### config.mk
export PLATFORM = sky130hd
export DESIGN_NAME = fir_seq_ctrl_flat
export DESIGN_NICKNAME = d
export VERILOG_FILES = /design/src/rtl/fir_seq_ctrl_if.sv /design/src/rtl/fir_seq_ctrl.sv /design/src/flat_wrapper.sv
export SDC_FILE = /design/constraint.sdc
export NUM_CORES = 1
export LEC_CHECK = 0
export ABC_AREA = 1
export CAP_MARGIN = 30
export CORE_ASPECT_RATIO = 0.8
export CORE_MARGIN = 8
export CORE_UTILIZATION = 46
export DETAILED_ROUTE_END_ITERATION = 12
export PLACE_DENSITY = 0.8
export REMOVE_ABC_BUFFERS = 1
export SLEW_MARGIN = 20
export SYNTH_ARGS = -nofsm -noshare
export SYNTH_HDL_FRONTEND = slang
export SYNTH_SLANG_ARGS = --single-unit
export TNS_END_PERCENT = 10
### constraint.sdc
create_clock -name clk -period 3.6 [get_ports clk]
set_clock_uncertainty 0.2 [all_clocks]
set_input_delay 0.54 -clock clk [delete_from_list [all_inputs] [get_ports clk]]
set_output_delay 0.54 -clock clk [all_outputs]
set_load 0.02 [all_outputs]
### src/rtl/fir_seq_ctrl_if.sv
// Handshake and datapath-control bundle between the FIR sequencer and its
// MAC / data RAM / coefficient ROM / output RAM environment.
interface fir_seq_ctrl_if #(
  parameter int ADDR_W = 6,
  parameter int CIDX_W = 4,
  parameter int ACC_W  = 36,
  parameter int DOUT_W = 16
);
  logic              start;
  logic              clear;
  logic [ACC_W-1:0]  acc;
  logic [ADDR_W-1:0] rd_addr;
  logic [CIDX_W-1:0] coef_idx;
  logic              data_zero;
  logic              acc_en;
  logic              acc_clr;
  logic [ADDR_W-1:0] wr_addr;
  logic              mem_we;
  logic [DOUT_W-1:0] dout;
  logic              ovf;
  logic              busy;
  logic              done;

  // Sequencer side.
  modport master (
    input  start, clear, acc,
    output rd_addr, coef_idx, data_zero, acc_en, acc_clr,
           wr_addr, mem_we, dout, ovf, busy, done
  );

  // Environment side (MAC, memories, host).
  modport slave (
    output start, clear, acc,
    input  rd_addr, coef_idx, data_zero, acc_en, acc_clr,
           wr_addr, mem_we, dout, ovf, busy, done
  );
endinterface

### src/rtl/fir_seq_ctrl.sv
// Tap/sample sequencer for a time-multiplexed FIR built around one external MAC.
// Output saturation (with sticky ovf) is enabled by defining FIR_SAT_EN.
module fir_seq_ctrl #(
  parameter int TAPS   = 8,
  parameter int DEPTH  = 64,
  parameter int ADDR_W = 6,
  parameter int CIDX_W = 4,
  parameter int ACC_W  = 36,
  parameter int DOUT_W = 16,
  parameter int SHIFT  = 0
) (
  input logic            clk,
  input logic            rst,
  fir_seq_ctrl_if.master bus
);

  typedef enum logic [1:0] {
    S_IDLE = 2'd0,
    S_MAC  = 2'd1,
    S_SAT  = 2'd2,
    S_WR   = 2'd3
  } state_e;

  localparam int CMP_W = (ADDR_W > CIDX_W) ? ADDR_W : CIDX_W;

  localparam logic [CIDX_W-1:0] K_ZERO = {CIDX_W{1'b0}};
  localparam logic [CIDX_W-1:0] K_ONE  = CIDX_W'(1'b1);
  localparam logic [CIDX_W-1:0] K_LAST = CIDX_W'(TAPS - 1);
  localparam logic [ADDR_W-1:0] N_ZERO = {ADDR_W{1'b0}};
  localparam logic [ADDR_W-1:0] N_ONE  = ADDR_W'(1'b1);
  localparam logic [ADDR_W-1:0] N_LAST = ADDR_W'(DEPTH - 1);
  localparam logic [DOUT_W-1:0] D_ZERO = {DOUT_W{1'b0}};

`ifdef FIR_SAT_EN
  localparam logic signed [ACC_W-1:0] SAT_MAX = {{(ACC_W-DOUT_W+1){1'b0}}, {(DOUT_W-1){1'b1}}};
  localparam logic signed [ACC_W-1:0] SAT_MIN = {{(ACC_W-DOUT_W+1){1'b1}}, {(DOUT_W-1){1'b0}}};
`endif

  // Returns {clamped, sample}: the accumulator scaled down to the output width.
  function automatic logic [DOUT_W:0] scale_acc(input logic [ACC_W-1:0] a);
`ifdef FIR_SAT_EN
    logic signed [ACC_W-1:0] s;
    s = $signed(a) >>> SHIFT;
    if (s > SAT_MAX) begin
      scale_acc = {1'b1, 1'b0, {(DOUT_W-1){1'b1}}};
    end else if (s < SAT_MIN) begin
      scale_acc = {1'b1, 1'b1, {(DOUT_W-1){1'b0}}};
    end else begin
      scale_acc = {1'b0, s[DOUT_W-1:0]};
    end
`else
    scale_acc = {1'b0, DOUT_W'($signed(a) >>> SHIFT)};
`endif
  endfunction

  state_e            state_q, state_d;
  logic [ADDR_W-1:0] n_q, n_d;
  logic [CIDX_W-1:0] k_q, k_d;

  logic              busy_q, busy_d;
  logic              acc_en_q, acc_en_d;
  logic              acc_clr_q, acc_clr_d;
  logic [CIDX_W-1:0] coef_idx_q, coef_idx_d;
  logic              data_zero_q, data_zero_d;
  logic [ADDR_W-1:0] rd_addr_q, rd_addr_d;
  logic              mem_we_q, mem_we_d;
  logic [ADDR_W-1:0] wr_addr_q, wr_addr_d;
  logic [DOUT_W-1:0] dout_q, dout_d;
  logic              ovf_q, ovf_d;
  logic              done_q, done_d;
  logic [DOUT_W:0]   scaled;

  // Next state and sample/tap counters; clear overrides everything.
  always_comb begin
    state_d = state_q;
    n_d     = n_q;
    k_d     = k_q;
    if (bus.clear) begin
      state_d = S_IDLE;
      n_d     = N_ZERO;
      k_d     = K_ZERO;
    end else begin
      case (state_q)
        S_IDLE: begin
          if (bus.start) begin
            state_d = S_MAC;
            n_d     = N_ZERO;
            k_d     = K_ZERO;
          end else begin
            state_d = S_IDLE;
          end
        end
        S_MAC: begin
          if (k_q == K_LAST) begin
            state_d = S_SAT;
            k_d     = K_ZERO;
          end else begin
            k_d = k_q + K_ONE;
          end
        end
        S_SAT: begin
          state_d = S_WR;
        end
        S_WR: begin
          if (n_q == N_LAST) begin
            state_d = S_IDLE;
            n_d     = N_ZERO;
          end else begin
            state_d = S_MAC;
            n_d     = n_q + N_ONE;
          end
        end
        default: begin
          state_d = S_IDLE;
          n_d     = N_ZERO;
          k_d     = K_ZERO;
        end
      endcase
    end
  end

  // Control outputs are decoded from the next state so the registered copies
  // line up exactly with the state they describe.
  always_comb begin
    scaled      = scale_acc(bus.acc);
    busy_d      = (state_d != S_IDLE);
    acc_en_d    = (state_d == S_MAC);
    acc_clr_d   = 1'b0;
    coef_idx_d  = K_ZERO;
    data_zero_d = 1'b0;
    rd_addr_d   = N_ZERO;
    mem_we_d    = (state_d == S_WR);
    wr_addr_d   = N_ZERO;
    if (state_d == S_MAC) begin
      acc_clr_d  = (k_d == K_ZERO);
      coef_idx_d = k_d;
      if (CMP_W'(k_d) > CMP_W'(n_d)) begin
        data_zero_d = 1'b1;
      end else begin
        rd_addr_d = n_d - ADDR_W'(k_d);
      end
    end else begin
      acc_clr_d = 1'b0;
    end
    if (state_d == S_WR) begin
      wr_addr_d = n_d;
    end else begin
      wr_addr_d = N_ZERO;
    end
    done_d = !bus.clear && (state_q == S_WR) && (n_q == N_LAST);
    dout_d = dout_q;
    ovf_d  = ovf_q;
    if (bus.clear) begin
      dout_d = D_ZERO;
      ovf_d  = 1'b0;
    end else if (state_q == S_SAT) begin
      dout_d = scaled[DOUT_W-1:0];
      ovf_d  = ovf_q | scaled[DOUT_W];
    end else begin
      dout_d = dout_q;
    end
  end

  // State, counters and all outputs.
  always_ff @(posedge clk or negedge rst) begin
    if (!rst) begin
      state_q     <= S_IDLE;
      n_q         <= N_ZERO;
      k_q         <= K_ZERO;
      busy_q      <= 1'b0;
      acc_en_q    <= 1'b0;
      acc_clr_q   <= 1'b0;
      coef_idx_q  <= K_ZERO;
      data_zero_q <= 1'b0;
      rd_addr_q   <= N_ZERO;
      mem_we_q    <= 1'b0;
      wr_addr_q   <= N_ZERO;
      dout_q      <= D_ZERO;
      ovf_q       <= 1'b0;
      done_q      <= 1'b0;
    end else begin
      state_q     <= state_d;
      n_q         <= n_d;
      k_q         <= k_d;
      busy_q      <= busy_d;
      acc_en_q    <= acc_en_d;
      acc_clr_q   <= acc_clr_d;
      coef_idx_q  <= coef_idx_d;
      data_zero_q <= data_zero_d;
      rd_addr_q   <= rd_addr_d;
      mem_we_q    <= mem_we_d;
      wr_addr_q   <= wr_addr_d;
      dout_q      <= dout_d;
      ovf_q       <= ovf_d;
      done_q      <= done_d;
    end
  end

  assign bus.busy      = busy_q;
  assign bus.acc_en    = acc_en_q;
  assign bus.acc_clr   = acc_clr_q;
  assign bus.coef_idx  = coef_idx_q;
  assign bus.data_zero = data_zero_q;
  assign bus.rd_addr   = rd_addr_q;
  assign bus.mem_we    = mem_we_q;
  assign bus.wr_addr   = wr_addr_q;
  assign bus.dout      = dout_q;
  assign bus.ovf       = ovf_q;
  assign bus.done      = done_q;

endmodule

### src/flat_wrapper.sv
// flat-port wrapper written by rule: the top's interface ports become plain ports
module fir_seq_ctrl_flat 
#(
  parameter int TAPS   = 8,
  parameter int DEPTH  = 64,
  parameter int ADDR_W = 6,
  parameter int CIDX_W = 4,
  parameter int ACC_W  = 36,
  parameter int DOUT_W = 16,
  parameter int SHIFT  = 0
)
  (clk, rst, bus_start, bus_clear, bus_acc, bus_rd_addr, bus_coef_idx, bus_data_zero, bus_acc_en, bus_acc_clr, bus_wr_addr, bus_mem_we, bus_dout, bus_ovf, bus_busy, bus_done);
  fir_seq_ctrl_if #(.ADDR_W(ADDR_W), .CIDX_W(CIDX_W), .ACC_W(ACC_W), .DOUT_W(DOUT_W)) bus_i ();
  input logic clk;
  input logic rst;
  input wire logic [$bits(bus_i.start)-1:0] bus_start;
  input wire logic [$bits(bus_i.clear)-1:0] bus_clear;
  input wire logic [$bits(bus_i.acc)-1:0] bus_acc;
  output wire logic [$bits(bus_i.rd_addr)-1:0] bus_rd_addr;
  output wire logic [$bits(bus_i.coef_idx)-1:0] bus_coef_idx;
  output wire logic [$bits(bus_i.data_zero)-1:0] bus_data_zero;
  output wire logic [$bits(bus_i.acc_en)-1:0] bus_acc_en;
  output wire logic [$bits(bus_i.acc_clr)-1:0] bus_acc_clr;
  output wire logic [$bits(bus_i.wr_addr)-1:0] bus_wr_addr;
  output wire logic [$bits(bus_i.mem_we)-1:0] bus_mem_we;
  output wire logic [$bits(bus_i.dout)-1:0] bus_dout;
  output wire logic [$bits(bus_i.ovf)-1:0] bus_ovf;
  output wire logic [$bits(bus_i.busy)-1:0] bus_busy;
  output wire logic [$bits(bus_i.done)-1:0] bus_done;
  assign bus_i.start = bus_start;
  assign bus_i.clear = bus_clear;
  assign bus_i.acc = bus_acc;
  assign bus_rd_addr = bus_i.rd_addr;
  assign bus_coef_idx = bus_i.coef_idx;
  assign bus_data_zero = bus_i.data_zero;
  assign bus_acc_en = bus_i.acc_en;
  assign bus_acc_clr = bus_i.acc_clr;
  assign bus_wr_addr = bus_i.wr_addr;
  assign bus_mem_we = bus_i.mem_we;
  assign bus_dout = bus_i.dout;
  assign bus_ovf = bus_i.ovf;
  assign bus_busy = bus_i.busy;
  assign bus_done = bus_i.done;
  fir_seq_ctrl #(.TAPS(TAPS), .DEPTH(DEPTH), .ADDR_W(ADDR_W), .CIDX_W(CIDX_W), .ACC_W(ACC_W), .DOUT_W(DOUT_W), .SHIFT(SHIFT)) u_core (.clk(clk), .rst(rst), .bus(bus_i));
endmodule
### After elaboration in Yosys (flattened, before gate mapping)

Index checks and enable logic that the tools add are counted.
Widths: inputs -> output; s select.

| word-level totals | value |
|---|---|
| register bits after elaboration | 50 |
| input port bits | 40 |
| output and inout bits | 39 |
| word-level logic and storage cells | 53 |

| operators by class | value |
|---|---|
| $add $sub $neg | 3 |
| $lt $le $gt $ge | 1 |
| equal/unequal tests | 7 |
| multiplexer cells | 22 |
| reduce and logical (&&, ||, !) cells | 7 |

Operator list:

| operator | count |
|---|---|
| $mux 6 | 6 |
| $mux 16 | 2 |
| $mux 4 | 4 |
| $pmux 6 s2 | 1 |
| $pmux 2 s4 | 1 |
| $pmux 4 s2 | 1 |
| $add 6x1->6 const B | 1 |
| $eq 2x2->1 const B | 3 |
| $eq 6x6->1 const B | 1 |
| $gt 4x6->1 | 1 |
| $sub 6x4->6 | 1 |
| $mux 1 | 5 |
| $add 4x1->4 const B | 1 |
| $eq 2x1->1 const B | 2 |
| $eq 4x3->1 const B | 1 |
| $logic_not 4->1 | 1 |
| $mux 2 | 2 |
| $reduce_bool 2->1 | 2 |
| $logic_and 1x1->1 | 2 |
| $logic_not 2->1 | 1 |
| $logic_not 1->1 | 1 |

### Longest topological paths before layout

| logic depth | value |
|---|---|
| word-level depth | 7 |
| gate-level depth with buffers | 19 |
| depth with buffers taken out | 19 |

### Worst setup path before layout

No wires, ideal clock.

| timing | value |
|---|---|
| path kind | register to register |
| start point | register u_core.state_q[0] |
| end point | register u_core.rd_addr_q[5], in the netlist u_core.bus.rd_addr[5] |
| library setup time | 0.119 ns |
| arrival time | 2.241 ns |
| data required time | 3.281 ns |
| path slack | 1.041 ns |
| cell stages (with the launch flop) | 16 |
| path buffers | 0 |
| period minus slack after synthesis | 2.559 ns |
| cells stage by stage | dfrtp_1 > inv_1 > ha_1 > inv_1 > nand3_1 > nand2_1 > o21bai_1 > ha_1 > inv_1 > fa_1 > nand3_1 > nand2_1 > inv_1 > nand3_2 > nand2_2 > nor2_1 |

| between the ends | value |
|---|---|
| longest elaborated chain between the ends | 6 |
| elaborated cells between the ends (all ways) | 16 |
| those cells by class | add/sub (1); order compare (1); eq/ne (4); mux (9); reduce/logical (1) |

RTL lines:

| what | line | RTL |
|---|---|---|
| start, declared | fir_seq_ctrl.sv:56 | `state_e state_q, state_d;` |
| start signal, assigned | fir_seq_ctrl.sv:182 | `state_q <= state_d;` |
| $eq 2x2->1 (tied with other cells) | fir_seq_ctrl.sv:83 | `case (state_q)` |
| $pmux 6 s2 / $pmux 4 s2 (equally long branches) | fir_seq_ctrl.sv:83 |  |
| $mux 6 / $mux 4 (equally long branches) | fir_seq_ctrl.sv:78 | `if (bus.clear) begin` |
| $sub 6x4->6 / $gt 4x6->1 (equally long branches) | fir_seq_ctrl.sv:140, fir_seq_ctrl.sv:137 |  |
| $mux 6 | fir_seq_ctrl.sv:137 | `if (CMP_W'(k_d) > CMP_W'(n_d)) begin` |
| $mux 6 * | fir_seq_ctrl.sv:134 | `if (state_d == S_MAC) begin` |
| net u_core.rd_addr_d[5] | fir_seq_ctrl.sv:65 | `logic [ADDR_W-1:0] rd_addr_q, rd_addr_d;` |
| end signal, assigned | fir_seq_ctrl.sv:190 | `rd_addr_q <= rd_addr_d;` |
| end, declared | fir_seq_ctrl.sv:65 |  |

Mark *: on every way through the listed nets, which the timed path passes. The rest lies on a longest branch.
A chain may end at the register's enable or synchronous reset.

### Worst setup path in the final report

| timing | value |
|---|---|
| start point | register u_core.n_q[0] |
| end point | register u_core.rd_addr_q[5], in the netlist u_core.bus.rd_addr[5] |

| between the ends | value |
|---|---|
| longest elaborated chain between the ends | 7 |
| elaborated cells between the ends (all ways) | 14 |
| those cells by class | add/sub (2); order compare (1); eq/ne (2); mux (9) |

RTL lines:

| what | line | RTL |
|---|---|---|
| start, declared | fir_seq_ctrl.sv:57 | `logic [ADDR_W-1:0] n_q, n_d;` |
| start signal, assigned | fir_seq_ctrl.sv:183 | `n_q <= n_d;` |
| $add 6x1->6 / $eq 6x6->1 (equally long branches) | fir_seq_ctrl.sv:110, fir_seq_ctrl.sv:105 |  |
| $mux 6 | fir_seq_ctrl.sv:105 | `if (n_q == N_LAST) begin` |
| $pmux 6 s2 | fir_seq_ctrl.sv:83 |  |
| $mux 6 | fir_seq_ctrl.sv:78 |  |
| $sub 6x4->6 / $gt 4x6->1 (equally long branches) | fir_seq_ctrl.sv:140, fir_seq_ctrl.sv:137 |  |
| $mux 6 | fir_seq_ctrl.sv:137 |  |
| $mux 6 * | fir_seq_ctrl.sv:134 |  |
| net u_core.rd_addr_d[5] | fir_seq_ctrl.sv:65 |  |

Marks and branches as above.

==> metrics.md <==
| Metric | Value |
|---|---|
| Slowest stage delay, CP | 0.44 ns |
| Post-synth ARST share | 100% |
| Vias/cell | 4.92 |
| DR vias | 1922 |
| Die H | 80.5 um |
| Maximum VDD drop | 0.219 mV |
| Die width | 96.6 um |
| Final Cycle Share | 83.9% |
| Largest net degree at the start of global routing | 28 |
| Drt pass-1 iters | 4 |
| Max-capacitance violation count | 0 |
| Kind of start point of the critical path | flop |
| ANT cells | 0 |
| Count of cell types in the netlist | 29 |
| Setup Fix Bufs, Post-CTS | 0 |
| P per Cell Area | 322 nW/um^2 |
| Pins Over Slew Limit | 0 |
| Hpwl dp | 4250 um |
| Vias in the first global route | 1969 |
| Post-cts resize count | 0 |
| Total die area | 7780 sq um |
| Tot Pwr | 1.01 mW |
| PortBufs | 57 |
| Deepest clock path buffer count | 2 |
| GRT Util Overall | 14.3% |
| Clock Latency Late Sink | 0.30 ns |
| Period minus WS final | 3.02 ns |
| Synthesized area | 2390 sq um |
| Yosys reg bits | 50 |
| DRT Wirelength | 5440 um |
| Num ports | 79 |
| Status | complete, no violations |
| Yosys warning count | 0 |
| Core ar. | 5010 sq um |
| Share of layout cells above drive strength 1 | 11.2% |
| Total CTS buffers | 5 |
| Hold buffers post-CTS | 0 |
| Root Driver | clkbuf_8 |
| Worst-Margin Slew | 0.641 ns |
| Initial antenna violation count | 0 |
| Most common cell after layout, fill and taps aside | clkdlybuf4s50_1 |
| CP Max Fanout | 6 |
| Slew HR | 57.2% |
| Register area share after synthesis | 52.3% |
| Worst Path Required | 3.59 ns |
| Setup_tns | 0 ns |
| Slowest CP cell | dfrtp_1 |
| Most used cell along the critical path | nand2_1 |
| First-pass GRT wire length | 9180 um |
| Most frequent cells in the layout | clkdlybuf4s50_1 (56), dfrtp_1 (50), nand2_1 (43) |
| CP Cell Sequence | ha_1, nand2_1, nor2_2, nand2_1, nand2_2, nor2_1, o21bai_1, ha_1, inv_1, fa_1, nand3_1, nand2_1, inv_1, nand3_2, nand2_2, nor2_1 |
| RSZ-0062 raised after global routing | false |
| Synth-to-Final Area Change | 30.7% |
| Most used flip-flop cell after synthesis | dfrtp_1 |
| Leak Pwr | 1.50 nW |
| Antenna Nets Post-Route | 0 |
| Detailed router's first-iteration violation count | 152 |
| GRT Residual Overflow | 0 |
| Final Setup Violations | 0 |
| Gpl congestion | 0.885 |
| WL per Instance | 13.9 um |
| Kind of end point of the critical path | flop |
| Syn avg cell area | 8.89 sq um |
| Worst Setup Path Type | reg2reg |
| Post-synth EDFFs | 0 |
| Cell row count | 23 |
| # clock sinks | 50 |
| Initial Util | 47.8% |
| NumNets Final | 380 |
| Max Clk Rate | 331 MHz |
| Final Hold Viols | 0 |
| Critical Path AT | 3.01 ns |
| CTS tree | done |
| Post-Syn Instances | 269 |
| Worst hold path class | in2async |
| CTS clk-pin slew, worst paths | 0.09 ns |
| Post-route DRC | 0 |
| CTS H-Tree Depth | 2 |
layer usage:
layer	GRT usage, %	vias to the layer above	routed length, um
met5	0	-	0
li1	-	950	-
met2	24.2	40	2590
met1	17.6	926	2500
met4	4.59	0	68
met3	3.68	6	283
worst paths after layout:
kind / start / endpoint / slack [ns] / cells after the start
max: u_core.n_q[0] / u_core.bus.rd_addr[5] / 0.58 / 16
min: rst / u_core.bus.dout[0] / 0.04 / 1
max reg2reg: u_core.n_q[0] / u_core.bus.rd_addr[5] / 0.58 / 16
min reg2reg: u_core.bus.dout[4] / u_core.bus.dout[4] / 0.35 / 2
max in group asynchronous: rst / u_core.n_q[5] / 2.62 / 2
min in group clk: u_core.bus.dout[4] / u_core.bus.dout[4] / 0.35 / 2
logic make-up after synthesis:
| group | Yosys count | share of synthesized area (%) |
|---|---|---|
| AO/OA/AOI/OAI | 31 | 6.80 |
| flip-flops | 50 | 52.3 |
| other | 1 | 0.157 |
| AND/OR/NAND/NOR | 117 | 24.7 |
| XOR/XNOR | 2 | 0.732 |
| buffers and inverters | 57 | 9.26 |
| adder cells (fa/ha/maj) | 11 | 6.07 |
synth_stat cells (5+ instances only):
cell type / n / share of area [%]
clkbuf_1: 5 / 0.78
nand3_1: 28 / 5.9
dfrtp_1: 50 / 52
o21ai_0: 19 / 4.0
nand2_2: 5 / 1.3
nor2_2: 6 / 1.6
nor2_1: 21 / 3.3
a21oi_1: 9 / 1.9
inv_1: 42 / 6.6
inv_2: 6 / 0.94
ha_1: 10 / 5.2
nand2_1: 43 / 6.7
power breakdown:
| group | switching (mW) | internal [mW] |
|---|---|---|
| Clock | 0.175 | 0.133 |
| Combinational | 0.0712 | 0.0524 |
| Sequential | 0.00501 | 0.570 |
| Total | 0.251 | 0.756 |
through the flow:
stage | utilization (%) | cells | setup WS [ns] | hold WS (ns) | cell area [sq um]
CTS | 62.4 | 391 | 0.599 | 0.0647 | 3130
global route | 62.4 | 391 | 0.301 | 0.0906 | 3130
global placement | 60.3 | 383 | 0.538 | 0.327 | 3020
floorplan | - | 262 | 1.04 | 0.0444 | 2360
finish | 62.4 | 391 | 0.581 | 0.0407 | 3130
detailed placement | 60.8 | 384 | 0.485 | 0.329 | 3050
state kept, by name (all words and copies together) (netlist names):
signal	cells
u_core.bus.dout	16
u_core.bus.busy	1
u_core.bus.mem_we	1
u_core.bus.acc_clr	1
u_core.bus.done	1
u_core.bus.coef_idx	4
u_core.state_q	2
u_core.bus.wr_addr	6
u_core.bus.data_zero	1
u_core.bus.acc_en	1
u_core.k_q	4
u_core.n_q	6
u_core.bus.rd_addr	6
area by class of cell:
type	instances	area (sq um)
well taps	62	77.6
inverters	50	190
flip-flops and latches	50	1250
clock buffers	6	72.6
clock inverters	1	7.51
multi-input cells	162	920
fillers	449	1880
repair buffers	60	608
worst max-delay path, delay by kind of cell, from the launching register on:
kind            cells  cell delay, ns
compound gates      1            0.34
fa+ha+maj           3            0.86
buf+inv             2            0.15
flops               1            0.44
simple gates       10            0.92
No activity file was read; power rests on OpenSTA's default activity.
==> RTL change 1 (same flow settings) <==
Add a define of `FIR_SAT_EN`.
--- a/src/rtl/fir_seq_ctrl.sv
+++ b/src/rtl/fir_seq_ctrl.sv
@@ -1,5 +1,7 @@
 // Tap/sample sequencer for a time-multiplexed FIR built around one external MAC.
 // Output saturation (with sticky ovf) is enabled by defining FIR_SAT_EN.
+`define FIR_SAT_EN
+
 module fir_seq_ctrl #(
   parameter int TAPS   = 8,
   parameter int DEPTH  = 64,
Formal check against the unedited RTL: no difference found for any inputs over 10 cycles, from zero or initial values and one cycle with rst low; that may be too few to reach the edited logic, so the function may still have changed.
==> RTL change 1 against the original RTL <==
Via count grew 26%; cell area grew 17%; sequential cell count grew 1; area after synthesis grew 13%; setup slack lost 0.17 ns; first-iteration DRC count shrank 31%; power grew 7.9%; global-route usage grew 2.4 points; routed wire length grew 23%.
==> RTL change 1: results <==
metrics = {
    "status": {
        "status": "finished clean",
    },
    "route": {
        "drt_iter0_drc": 105,
        "drt-vias-per-instance": 4.81,
        "drtPass1Iterations": 4,
        "finalWirelength_um": 6710,
        "vias": 2418,
    },
    "place": {
        "dp_hpwl_um": 5400,
        "io_buffers": 78,
        "gp_congestion": 0.891,
        "placed_cell_area_mm2": 0.00356,
        "dp_cells": 495,
    },
    "final_layout": {
        "finish.net_count": 472,
        "num_antenna_cells": 0,
        "largest_register_ffs": 16,
        "drive_above_1_share_pct": 11.4,
    },
    "setup_path": {
        "cpMaxStageDelayCell": "dfrtp_1",
        "rr_endpoint": "u_core.bus.rd_addr[5]",
        "critPathMaxStageDelay_ns": 0.42,
        "worst-path-max-fanout": 6,
        "arrival_ns": 3.20,
        "r2r_setup_slack_ns": 0.41,
        "r2r_cells": 15,
        "r2r_start": "u_core.state_q[0]",
        "path_class": "reg -> reg",
        "path_delay_family": "adder cells",
    },
    "yosys": {
        "yosysSeqAreaShare_pct": 47.3,
        "syn_inst": 339,
        "ys_async_sr_fraction_pct": 100,
        "synth_area_leaders": "dfrtp_1 47%, nand2_1 14%, inv_1 6.4%, nand3_1 5.6%, ha_1 4.6%",
        "synth_ff_type": "dfrtp_1",
        "yosys_warnings": 0,
        "synthDistinctLibCells": 33,
        "synth_commonest_cells": "98 x nand2_1, 51 x dfrtp_1, 46 x inv_1",
    },
    "cts": {
        "clock_path_buffers": 2,
        "h-tree-depth": 2,
        "post_cts_buffers": 0,
        "insertion_delay_ns": 0.31,
        "numCtsBuffers": 5,
        "ctsResizeCount": 0,
        "cts_root_buf": "clkbuf_8",
        "cts_hold_buffers": 0,
        "path_clk_slew_ns": 0.09,
    },
    "grt": {
        "grt_max_degree": 27,
        "grt_use_total_pct": 16.7,
        "grt_pass1_wl_um": 11500,
        "antenna_found_initial": 0,
        "grt_pass1_vias": 2467,
    },
    "power": {
        "peakVddDrop_v": 0.000127,
        "p_leak_uw": 0.00184,
    },
    "timing": {
        "slew_headroom_pct": 62.2,
        "final-setup-viol-count": 0,
        "drv_slew": 0,
    },
    "min_path": {
        "hold_path_class": "in -> async",
    },
}
[RTL change 1: cell types whose count changed in the layout (fill, tap and decap cells not counted), sizes merged, moves of 6 or more]
cell,unedited run,this run
nand2,49,106
inv,49,55
o21ai,19,11
clkdlybuf4s50,56,77
nor2,32,46
[RTL change 1: per-layer routing]
metal,wire length [µm],GRT usage [%]
met1,2830,20.0
met2,3360,28.2
met3,450,4.30
met4,69,5.26
met5,0,0
[RTL change 1: where the power goes]
group          internal [µW]  switching (µW)  total (µW)  leakage (µW)
logic                   77.5            91.3         169       0.00109
clock network            140             192         332     0.0000418
registers                581            4.40         585      0.000707
total                    798             288        1090       0.00184
[RTL change 1: worst min-delay path by stage]
| stage | from | to | slack, ns | depth (start not counted) |
|---|---|---|---|---|
| detailed placement | u_core.bus.dout[5] | u_core.bus.dout[5] | 0.30 | 2 |
| global placement | u_core.bus.dout[4] | u_core.bus.dout[4] | 0.29 | 2 |
| global route | rst | u_core.bus.dout[8] | 0.04 | 1 |
| finish | rst | u_core.bus.dout[8] | 0.004 | 1 |
| CTS | rst | u_core.bus.dout[8] | 0.02 | 1 |
| floorplan | rst | u_core.bus.acc_clr | 0.04 | 0 |
[RTL change 1: through the flow]
stage                     total power (µW)  worst slack (ns)  utilization (%)
after global placement                 761             0.448             61.6
after global routing                  1140             0.194             63.1
after floorplan                        676             0.871                -
after detailed placement               766             0.245             61.6
final                                 1090             0.408             63.1
after CTS                             1100             0.448             63.1
[RTL change 1: cell families after synthesis]
logic type,Yosys count,share of synthesized area (%)
AOI/OAI and AO/OA,22,4.22
xor gates and xnor gates,4,1.30
adders and majority gates,11,5.38
buffers and inverters,61,9.04
DFF,51,47.3
and+or+nand+nor,190,32.8
[RTL change 1: area by class of cell]
| type | instances | area (µm²) |
|---|---|---|
| fillers | 501 | 2130 |
| flip-flops and latches | 51 | 1280 |
| multi-input cells | 227 | 1180 |
| repair buffers | 81 | 798 |
| inverters | 55 | 209 |
| well taps | 81 | 101 |
| clock buffers | 6 | 72.6 |
| clock inverters | 2 | 16.3 |
==> RTL change 2 (config.mk and constraints unchanged) <==
Without the edit above. The 4 states of `state_e` get a Gray code encoding in 2 bits.
--- a/src/rtl/fir_seq_ctrl.sv
+++ b/src/rtl/fir_seq_ctrl.sv
@@ -15,10 +15,10 @@
 );
 
   typedef enum logic [1:0] {
-    S_IDLE = 2'd0,
-    S_MAC  = 2'd1,
-    S_SAT  = 2'd2,
-    S_WR   = 2'd3
+    S_IDLE = 2'b00,
+    S_MAC  = 2'b01,
+    S_SAT  = 2'b11,
+    S_WR   = 2'b10
   } state_e;
 
   localparam int CMP_W = (ADDR_W > CIDX_W) ? ADDR_W : CIDX_W;
Function: same outputs for any inputs over 10 cycles, from zero or initial values and one cycle with rst low; not proved beyond that.
==> RTL change 2 against the original RTL <==
Critical path depth shrank 1; sequential cell count unchanged; power up 1.6%; sequential power about the same; area after synthesis down 4.4%; cell area shrank 2.3%; routed wire length is 1.4% higher; setup slack better by 0.12 ns; critical endpoint is now u_core.bus.rd_addr[3].
==> RTL change 2: results <==
metrics = {
    "status": {
        "status": "finished clean",
    },
    "grt": {
        "grt_pass1_vias": 1859,
        "grt_use_total_pct": 15.9,
        "grt_pass1_wl_um": 9250,
        "grt_max_degree": 40,
    },
    "min_path": {
        "hold_path_class": "reg -> reg",
    },
    "final_layout": {
        "sh_seq_area_pct": 41.0,
        "multi_input_area_share_pct": 28.5,
        "multi_input_comb_cells": 169,
        "area_share_nonclk_buffers_pct": 20.7,
        "drive_above_1_share_pct": 9.48,
        "final_cells": 389,
        "finish.net_count": 373,
        "area_growth_pct": 33.5,
        "final-clk-cell-share_pct": 2.83,
        "nNonClkInverters": 36,
        "num-nonclk-buffers": 64,
    },
    "yosys": {
        "syn_inst": 261,
        "yosysSeqAreaShare_pct": 54.7,
        "synth_area_leaders": "dfrtp_1 55%, nand2_1 11%, nand3_1 5.7%, nor2_1 4.9%, inv_1 4.8%",
        "synth_commonest_cells": "66 x nand2_1, 50 x dfrtp_1, 30 x nor2_1",
    },
    "setup_path": {
        "cpMaxStageDelayCell": "clkdlybuf4s50_1",
        "rr_endpoint": "u_core.bus.rd_addr[3]",
        "arrival_ns": 2.90,
        "r2r_setup_slack_ns": 0.75,
        "critPathMaxStageDelay_ns": 0.46,
    },
    "power": {
        "pwr-share-seq_pct": 56.3,
        "p_leak_uw": 0.00152,
        "internal_power_uw": 763,
        "netSwitchingFraction_pct": 25.4,
        "peakVddDrop_v": 0.000281,
    },
    "place": {
        "gp_congestion": 0.861,
        "placed_cell_area_mm2": 0.00294,
        "dp_hpwl_um": 4200,
        "dp_cells": 379,
        "place_ws_ns": 0.408,
    },
    "route": {
        "vias": 1889,
        "drt_iter0_drc": 124,
        "finalWirelength_um": 5510,
    },
    "floorplanning": {
        "core_mm2": 0.00489,
    },
    "timing": {
        "holdWs_ns": 0.317,
    },
}
==> RTL change 2: metal layers <==
metal  up-vias  share of wire [%]  GRT usage, %
li1        939                  -             -
met1       903                 45          21.0
met2        40                 50          25.0
met3         7                3.8          3.01
met4         0                1.5          6.53
met5         -                  0             0
==> RTL change 2: cells by family (layout without fill, tap and decap cells) <==
kind of cell               Yosys count  count (layout)  synth area share (%)
and+or+nand+nor                    137             137                  26.4
buffers and inverters               42             108                  7.22
AOI/OAI and AO/OA                   21              21                  6.18
xor gates and xnor gates             3               3                  1.15
other                                1               1                 0.164
adders and majority gates            7               7                  4.16
DFF                                 50              50                  54.7
==> RTL change 2: how the worst max path moves through the flow <==
stage / from / end
2_1_floorplan: bus_start / u_core.bus.rd_addr[2]
3_5_place_dp: bus_start / u_core.bus.rd_addr[3]
6_report: bus_start / u_core.bus.rd_addr[3]
5_1_grt: u_core.n_q[0] / u_core.bus.rd_addr[3]
4_1_cts: bus_start / u_core.bus.rd_addr[3]
3_3_place_gp: bus_start / u_core.bus.rd_addr[3]
